$ cat config.mk
export PLATFORM = sky130hd
export DESIGN_NAME = regfile_wb_arbiter
export DESIGN_NICKNAME = d
export VERILOG_FILES = /design/src/rtl/regfile_pkg.sv /design/src/rtl/rr_arbiter.sv /design/src/rtl/regfile_wb_arbiter.sv
export SDC_FILE = /design/constraint.sdc
export NUM_CORES = 1
export LEC_CHECK = 0
export BUFFER_PORTS_ARGS = -buffer_cell sky130_fd_sc_hd__buf_4
export CORE_UTILIZATION = 43
export CTS_CLUSTER_DIAMETER = 80
export DETAILED_ROUTE_END_ITERATION = 8
export PLACE_DENSITY = 0.77
export SETUP_SLACK_MARGIN = 0.02
export SLEW_MARGIN = 20
export SYNTH_ARGS = -nofsm -noshare
export SYNTH_HDL_FRONTEND = slang
export SYNTH_HIERARCHICAL = 1
export SYNTH_SLANG_ARGS = --single-unit
$ cat constraint.sdc
create_clock -name clk -period 2.25 [get_ports clk]
set_input_delay 0.45 -clock clk [delete_from_list [all_inputs] [get_ports clk]]
set_output_delay 0.45 -clock clk [all_outputs]
set_load 0.1 [all_outputs]
$ cat src/rtl/regfile_pkg.sv
// ---------------------------------------------------------------------------
// regfile_pkg
//   Shared register-file constants and types for the write-back path and
//   the issue-stage scoreboard.
//   REG_COUNT  : number of architectural registers (32)
//   ADDR_WIDTH : register address width
//   DATA_WIDTH : register data width
//   REG_X0     : hard-wired zero register; never written, never pending
// ---------------------------------------------------------------------------
package regfile_pkg;

  localparam int REG_COUNT  = 32;
  localparam int ADDR_WIDTH = 5;
  localparam int DATA_WIDTH = 32;

  localparam logic [ADDR_WIDTH-1:0] REG_X0 = 5'd0;

  typedef logic [ADDR_WIDTH-1:0] reg_addr_t;
  typedef logic [DATA_WIDTH-1:0] reg_data_t;

endpackage

$ cat src/rtl/rr_arbiter.sv
// ---------------------------------------------------------------------------
// rr_arbiter
//   Round-robin arbiter with a rotating priority pointer. Grant is
//   combinational; the pointer moves past the granted index on the edge
//   where the caller reports the grant as consumed.
//   clk     : clock
//   reset   : async active-high reset, pointer -> 0
//   req     : request vector
//   advance : grant was used this cycle; move pointer past it
//   gnt     : one-hot grant, zero when no request is present
// ---------------------------------------------------------------------------
module rr_arbiter #(
  parameter int N = 2
) (
  input  logic         clk,
  input  logic         reset,
  input  logic [N-1:0] req,
  input  logic         advance,
  output logic [N-1:0] gnt
);

  localparam int PW = (N > 1) ? $clog2(N) : 1;

  logic [PW-1:0] ptr;
  logic [PW-1:0] gnt_idx;
  logic [PW-1:0] cand;
  logic          found;

  // Scan from the pointer upward, wrapping; first valid index wins.
  always_comb begin
    gnt     = '0;
    gnt_idx = '0;
    cand    = '0;
    found   = 1'b0;
    for (int off = 0; off < N; off++) begin
      cand = PW'((int'(ptr) + off) % N);
      if (!found && req[cand]) begin
        found        = 1'b1;
        gnt[cand]    = 1'b1;
        gnt_idx      = cand;
      end
    end
  end

  always_ff @(posedge clk or posedge reset) begin
    if (reset) begin
      ptr <= '0;
    end else if (advance) begin
      ptr <= (int'(gnt_idx) == N - 1) ? '0 : gnt_idx + 1'b1;
    end
  end

endmodule

$ cat src/rtl/regfile_wb_arbiter.sv
// ---------------------------------------------------------------------------
// regfile_wb_arbiter
//   Shares the single register-file write port between NUM_REQ write-back
//   requesters (round-robin, valid/ready) and keeps the pending-write
//   scoreboard the issue stage uses for RAW hazard detection.
//   clk, reset        : clock, async active-high reset
//   req_valid/ready   : per-requester handshake, ready is a one-hot grant
//   req_rd, req_data  : flat per-requester destination / data, slice i
//   rsv_valid, rsv_rd : issue stage reserves a destination register
//   rs1_addr,rs2_addr : sources of the instruction at issue
//   hazard            : a non-x0 source has an outstanding write
//   pending           : scoreboard, bit r = write to xr outstanding
//   write_enable_flag, a3, write_data_input : registered RF write port
// ---------------------------------------------------------------------------
module regfile_wb_arbiter
  import regfile_pkg::*;
#(
  parameter int NUM_REQ    = 2,
  parameter int DATA_WIDTH = 32,
  parameter int ADDR_WIDTH = 5
) (
  input  logic                          clk,
  input  logic                          reset,
  input  logic [NUM_REQ-1:0]            req_valid,
  output logic [NUM_REQ-1:0]            req_ready,
  input  logic [NUM_REQ*ADDR_WIDTH-1:0] req_rd,
  input  logic [NUM_REQ*DATA_WIDTH-1:0] req_data,
  input  logic                          rsv_valid,
  input  logic [ADDR_WIDTH-1:0]         rsv_rd,
  input  logic [ADDR_WIDTH-1:0]         rs1_addr,
  input  logic [ADDR_WIDTH-1:0]         rs2_addr,
  output logic                          hazard,
  output logic [REG_COUNT-1:0]          pending,
  output logic                          write_enable_flag,
  output logic [ADDR_WIDTH-1:0]         a3,
  output logic [DATA_WIDTH-1:0]         write_data_input
);

  localparam logic [ADDR_WIDTH-1:0] X0 = ADDR_WIDTH'(REG_X0);

  logic [NUM_REQ-1:0][ADDR_WIDTH-1:0] rd_v;
  logic [NUM_REQ-1:0][DATA_WIDTH-1:0] data_v;
  logic [NUM_REQ-1:0]                 hs;
  logic                               any_hs;
  logic [ADDR_WIDTH-1:0]              sel_rd;
  logic [DATA_WIDTH-1:0]              sel_data;
  logic [REG_COUNT-1:0]               pend_nxt;

  assign rd_v   = req_rd;
  assign data_v = req_data;

  // The register file never stalls, so every grant is a handshake.
  rr_arbiter #(.N(NUM_REQ)) u_arb (
    .clk     (clk),
    .reset   (reset),
    .req     (req_valid),
    .advance (any_hs),
    .gnt     (req_ready)
  );

  assign hs     = req_valid & req_ready;
  assign any_hs = |hs;

  // hs is one-hot, so OR-reduction is a mux.
  always_comb begin
    sel_rd   = '0;
    sel_data = '0;
    for (int i = 0; i < NUM_REQ; i++) begin
      if (hs[i]) begin
        sel_rd   = sel_rd   | rd_v[i];
        sel_data = sel_data | data_v[i];
      end
    end
  end

  // Clear then set: a reserve in the same cycle as a write-back to the
  // same register belongs to the newer producer and must survive.
  always_comb begin
    pend_nxt = pending;
    if (any_hs)
      pend_nxt[sel_rd] = 1'b0;
    if (rsv_valid)
      pend_nxt[rsv_rd] = 1'b1;
    pend_nxt[0] = 1'b0;
  end

  // Uses the registered scoreboard only; no bypass from this cycle's
  // handshakes, the write is not in the register file yet anyway.
  assign hazard = ((rs1_addr != X0) && pending[rs1_addr]) ||
                  ((rs2_addr != X0) && pending[rs2_addr]);

  // Async reset kills the write enable immediately so an in-flight
  // write cannot reach the register file.
  always_ff @(posedge clk or posedge reset) begin
    if (reset) begin
      write_enable_flag <= 1'b0;
      a3                <= '0;
      write_data_input  <= '0;
      pending           <= '0;
    end else begin
      write_enable_flag <= any_hs && (sel_rd != X0);
      if (any_hs) begin
        a3               <= sel_rd;
        write_data_input <= sel_data;
      end
      pending <= pend_nxt;
    end
  end

endmodule
==> key figures <==
Timing
  • Final worst-path cycle share: 112%
  • Min Tclk post-route: 2520 ps
  • Relative slew slack: 47.6%
  • Max-slew violation count: 0
  • Worst clock skew: 4.29 ps
  • Setup violators final: 1
  • Final worst slack: -269 ps
  • RSZ-0062 raised after global routing: true
  • Fin Hold WS: 329 ps
  • FMAX: 0.397 GHz
  • Final Hold Fails: 0
  • Worst-margin pin slew: 784 ps

Floorplan
  • Die X-Extent: 95.2 um
  • Core ar.: 8300 sq um
  • Die ar.: 9060 sq um
  • Initial core utilization: 45.0%
  • Core Rows: 33
  • Die Ht: 95.2 um
  • Boundary Pins: 167

GRT
  • Global routing usage on met1: 34.9%
  • Grt total ovfl: 0
  • Met3 usage: 6.62%
  • GRT Total Usage: 27.4%
  • Largest net degree at the start of global routing: 39
  • Met2 usage: 46.0%
  • Initial antenna violation count: 0
  • Number of global-route vias before repair: 3738
  • Gr busiest metal: met2
  • First-pass GRT wire length: 18800 um

Setup path
  • Worst Setup End Kind: output port
  • CP Launch Type: flop
  • Crit Path Category: reg2out
  • Critical path data arrival time: 2070 ps
  • Worst Path Required: 1800 ps
  • Crit path max fanout: 4

Detailed routing
  • Detailed-route wire length per cell: 18.1 um
  • DR iter-0 viols: 217
  • Vias per inst: 5.66
  • DR vias: 3810
  • DRC viols: 0
  • Pre-antenna DRT Iters: 5
  • Post-Route WL: 12200 um
  • Final antenna-violating net count: 0

Synthesis
  • Share of the synthesized area in the top cell type: 46.9%
  • Yosys warns: 6
  • Mux cell area share after synthesis: 9.65%
  • Count leader, synth: nand2_1
  • Top_reg_cell synth: dfrtp_1
  • FFs w/ async S/R, synth: 100%
  • Post-synth top area cell: dfrtp_1
  • Syn_nets: 472
  • Ranking of synthesized cells by area: dfrtp_1 47%, nand2_1 8.1%, a22oi_1 6.6%
  • Combinational family with the most area after synthesis: compound AO/OA/AOI/OAI gates
  • Simple-Gate Fraction of Synth Area: 16.0%
  • Post-Syn Instances: 378
  • Post-Syn Area: 3730 sq um
  • Sequential area share after synthesis: 46.9%
  • Mean Syn Cell Area: 9.87 sq um
  • Xor and xnor fraction of the mapped netlist area: 0%
  • Number of synthesized flops with an enable pin: 0
  • Yosys reg bits: 70
  • Compound-Gate Fraction of Synth Area: 22.4%
  • Unique masters post-synth: 48
  • Synth top cells by count: 81 x nand2_1, 70 x dfrtp_1, 42 x o21ai_0
  • Post-Synth Adder-Cell Area: 0%

Final layout
  • Combined area of the multi-input logic cells: 1890 sq um
  • Design Area, Final: 5570 sq um
  • Ratio of cells with drive above 1 in the final layout: 49.6%
  • Layout Utilization: 67.1%
  • Antenna cells: 0
  • Nets@finish: 657
  • Register area: 1820 sq um
  • Area growth syn-to-layout: 49.2%
  • Fillcell total: 671

Clock network
  • CTS sink count: 70
  • CTS root buf: clkbuf_8
  • Worst skew pair latency: 340 ps
  • Num CTS Buffers: 9
  • Clock slew at reported path FFs: 70 ps
  • H-tree lvl count: 3
  • Max Root-Sink Buffers: 2
  • CTS tree: yes

Placement
  • HPWL after DPL: 9300 um
  • Gpl congestion: 0.838
  • Port bufs: 165
  • Placed cell area: 5240 sq um

Power
  • Cell internal pwr: 0.00304 W
  • Power Density: 1200 nW/um^2
  • Seq pwr share: 28.4%
  • Static Leakage: 2.65 nW
  • Max rail drop VDD: 0.698 mV
  • Clock share of power: 14.2%
  • Power consumption: 0.00669 W
  • Switching share of total power: 54.6%
  • Combinational Power Share: 57.4%
  • NetSw: 0.00365 W

Outcome
  • Status: finished with violations
  • Failing checks: setup timing

Job
  • Max-Cap Viols: 0

Min path
  • Min-delay worst type: in2reg
layout make-up:
| class | instances | share of cell area [%] |
|---|---|---|
| Inverter | 14 | 1.01 |
| Multi-Input combinational cell | 273 | 33.9 |
| Tap cell | 105 | 2.36 |
| Clock inverter | 5 | 0.899 |
| Clock buffer | 11 | 2.36 |
| Timing Repair Buffer | 195 | 26.8 |
| Sequential cell | 70 | 32.7 |
sequential cells by signal, indices dropped and copies added (netlist names), named ones only:
register / flops
pending: 31
a3: 5
write_enable_flag: 1
write_data_input: 32
cell usage in the layout, fill, tap and decap left out, drive strengths merged, types with 2 or more instances in the layout:
cell type	synthesis	routed
buf	13	194
a22oi	35	35
or3b	3	3
a21oi	9	9
clkbuf	8	11
o22ai	8	8
a31oi	4	4
dfrtp	70	70
mux2i	6	6
or2	2	2
a22o	3	3
o21ai	47	47
mux2	3	3
clkinv	0	4
nor2	6	6
o211ai	4	4
nor2b	4	4
nand3	16	16
nor3b	2	2
a221oi	2	2
and2	3	3
nand2	81	81
inv	14	13
or3	3	3
nand3b	6	6
o2111ai	2	2
mux4	11	11
worst max-delay path, stage by stage (launching register included):
cell	delay, ps
dfrtp_4	500
mux4_2	490
mux2i_1	160
nor3b_1	80
nor3_2	220
nand3_4	110
buf_12	180
stage by stage:
stage          TNS, ps  std cells  worst slack (ps)
3_3_place_gp     -38.6        647             -38.6
6_report          -269        673              -269
3_5_place_dp     -92.9        647             -92.9
4_1_cts           -263        668              -263
2_1_floorplan    -15.5        378             -15.5
5_1_grt           -344        673              -344
path summary, 6_finish.rpt:
path,startpoint,to,slack [ps],cells after the start
min,req_data[56],write_data_input[24],330,3
max,pending[21],hazard,-270,6
max in group asynchronous,reset,write_data_input[11],840,4
min in group asynchronous,reset,async pin,530,3
max reg2reg,flop,pending[11],160,9
min reg2reg,write_data_input[7],write_data_input[7],480,2
layer usage:
metal	routed length [um]	vias to the layer above	share of wire, %
li1	-	1756	-
met1	4790	1820	39
met2	6100	211	50
met3	1080	23	8.9
met4	183	0	1.5
met5	0	-	0
power groups by stage:
stage	clock, W	combinational (W)	sequential, W
global placement	0	0.00367	0.00191
detailed placement	0	0.00372	0.00192
CTS	0.000978	0.00380	0.00189
global route	0.00103	0.00399	0.00194
floorplan	0	0.000683	0.00402
finish	0.000951	0.00384	0.00190
cells by family after synthesis:
| family | count (synthesis) |
|---|---|
| AOI/OAI and AO/OA | 122 |
| muxes | 20 |
| buffers and inverters | 35 |
| other | 1 |
| DFF | 70 |
| and+or+nand+nor | 130 |
what timing repair did:
item	4_1_cts	5_1_grt
hold endpoints to repair	1	0
hold buffers	1	0
setup endpoints to repair	1	15
pin swaps	3	2
resized for setup	8	17
setup buffers	4	5
No activity file was read; power rests on OpenSTA's default activity.
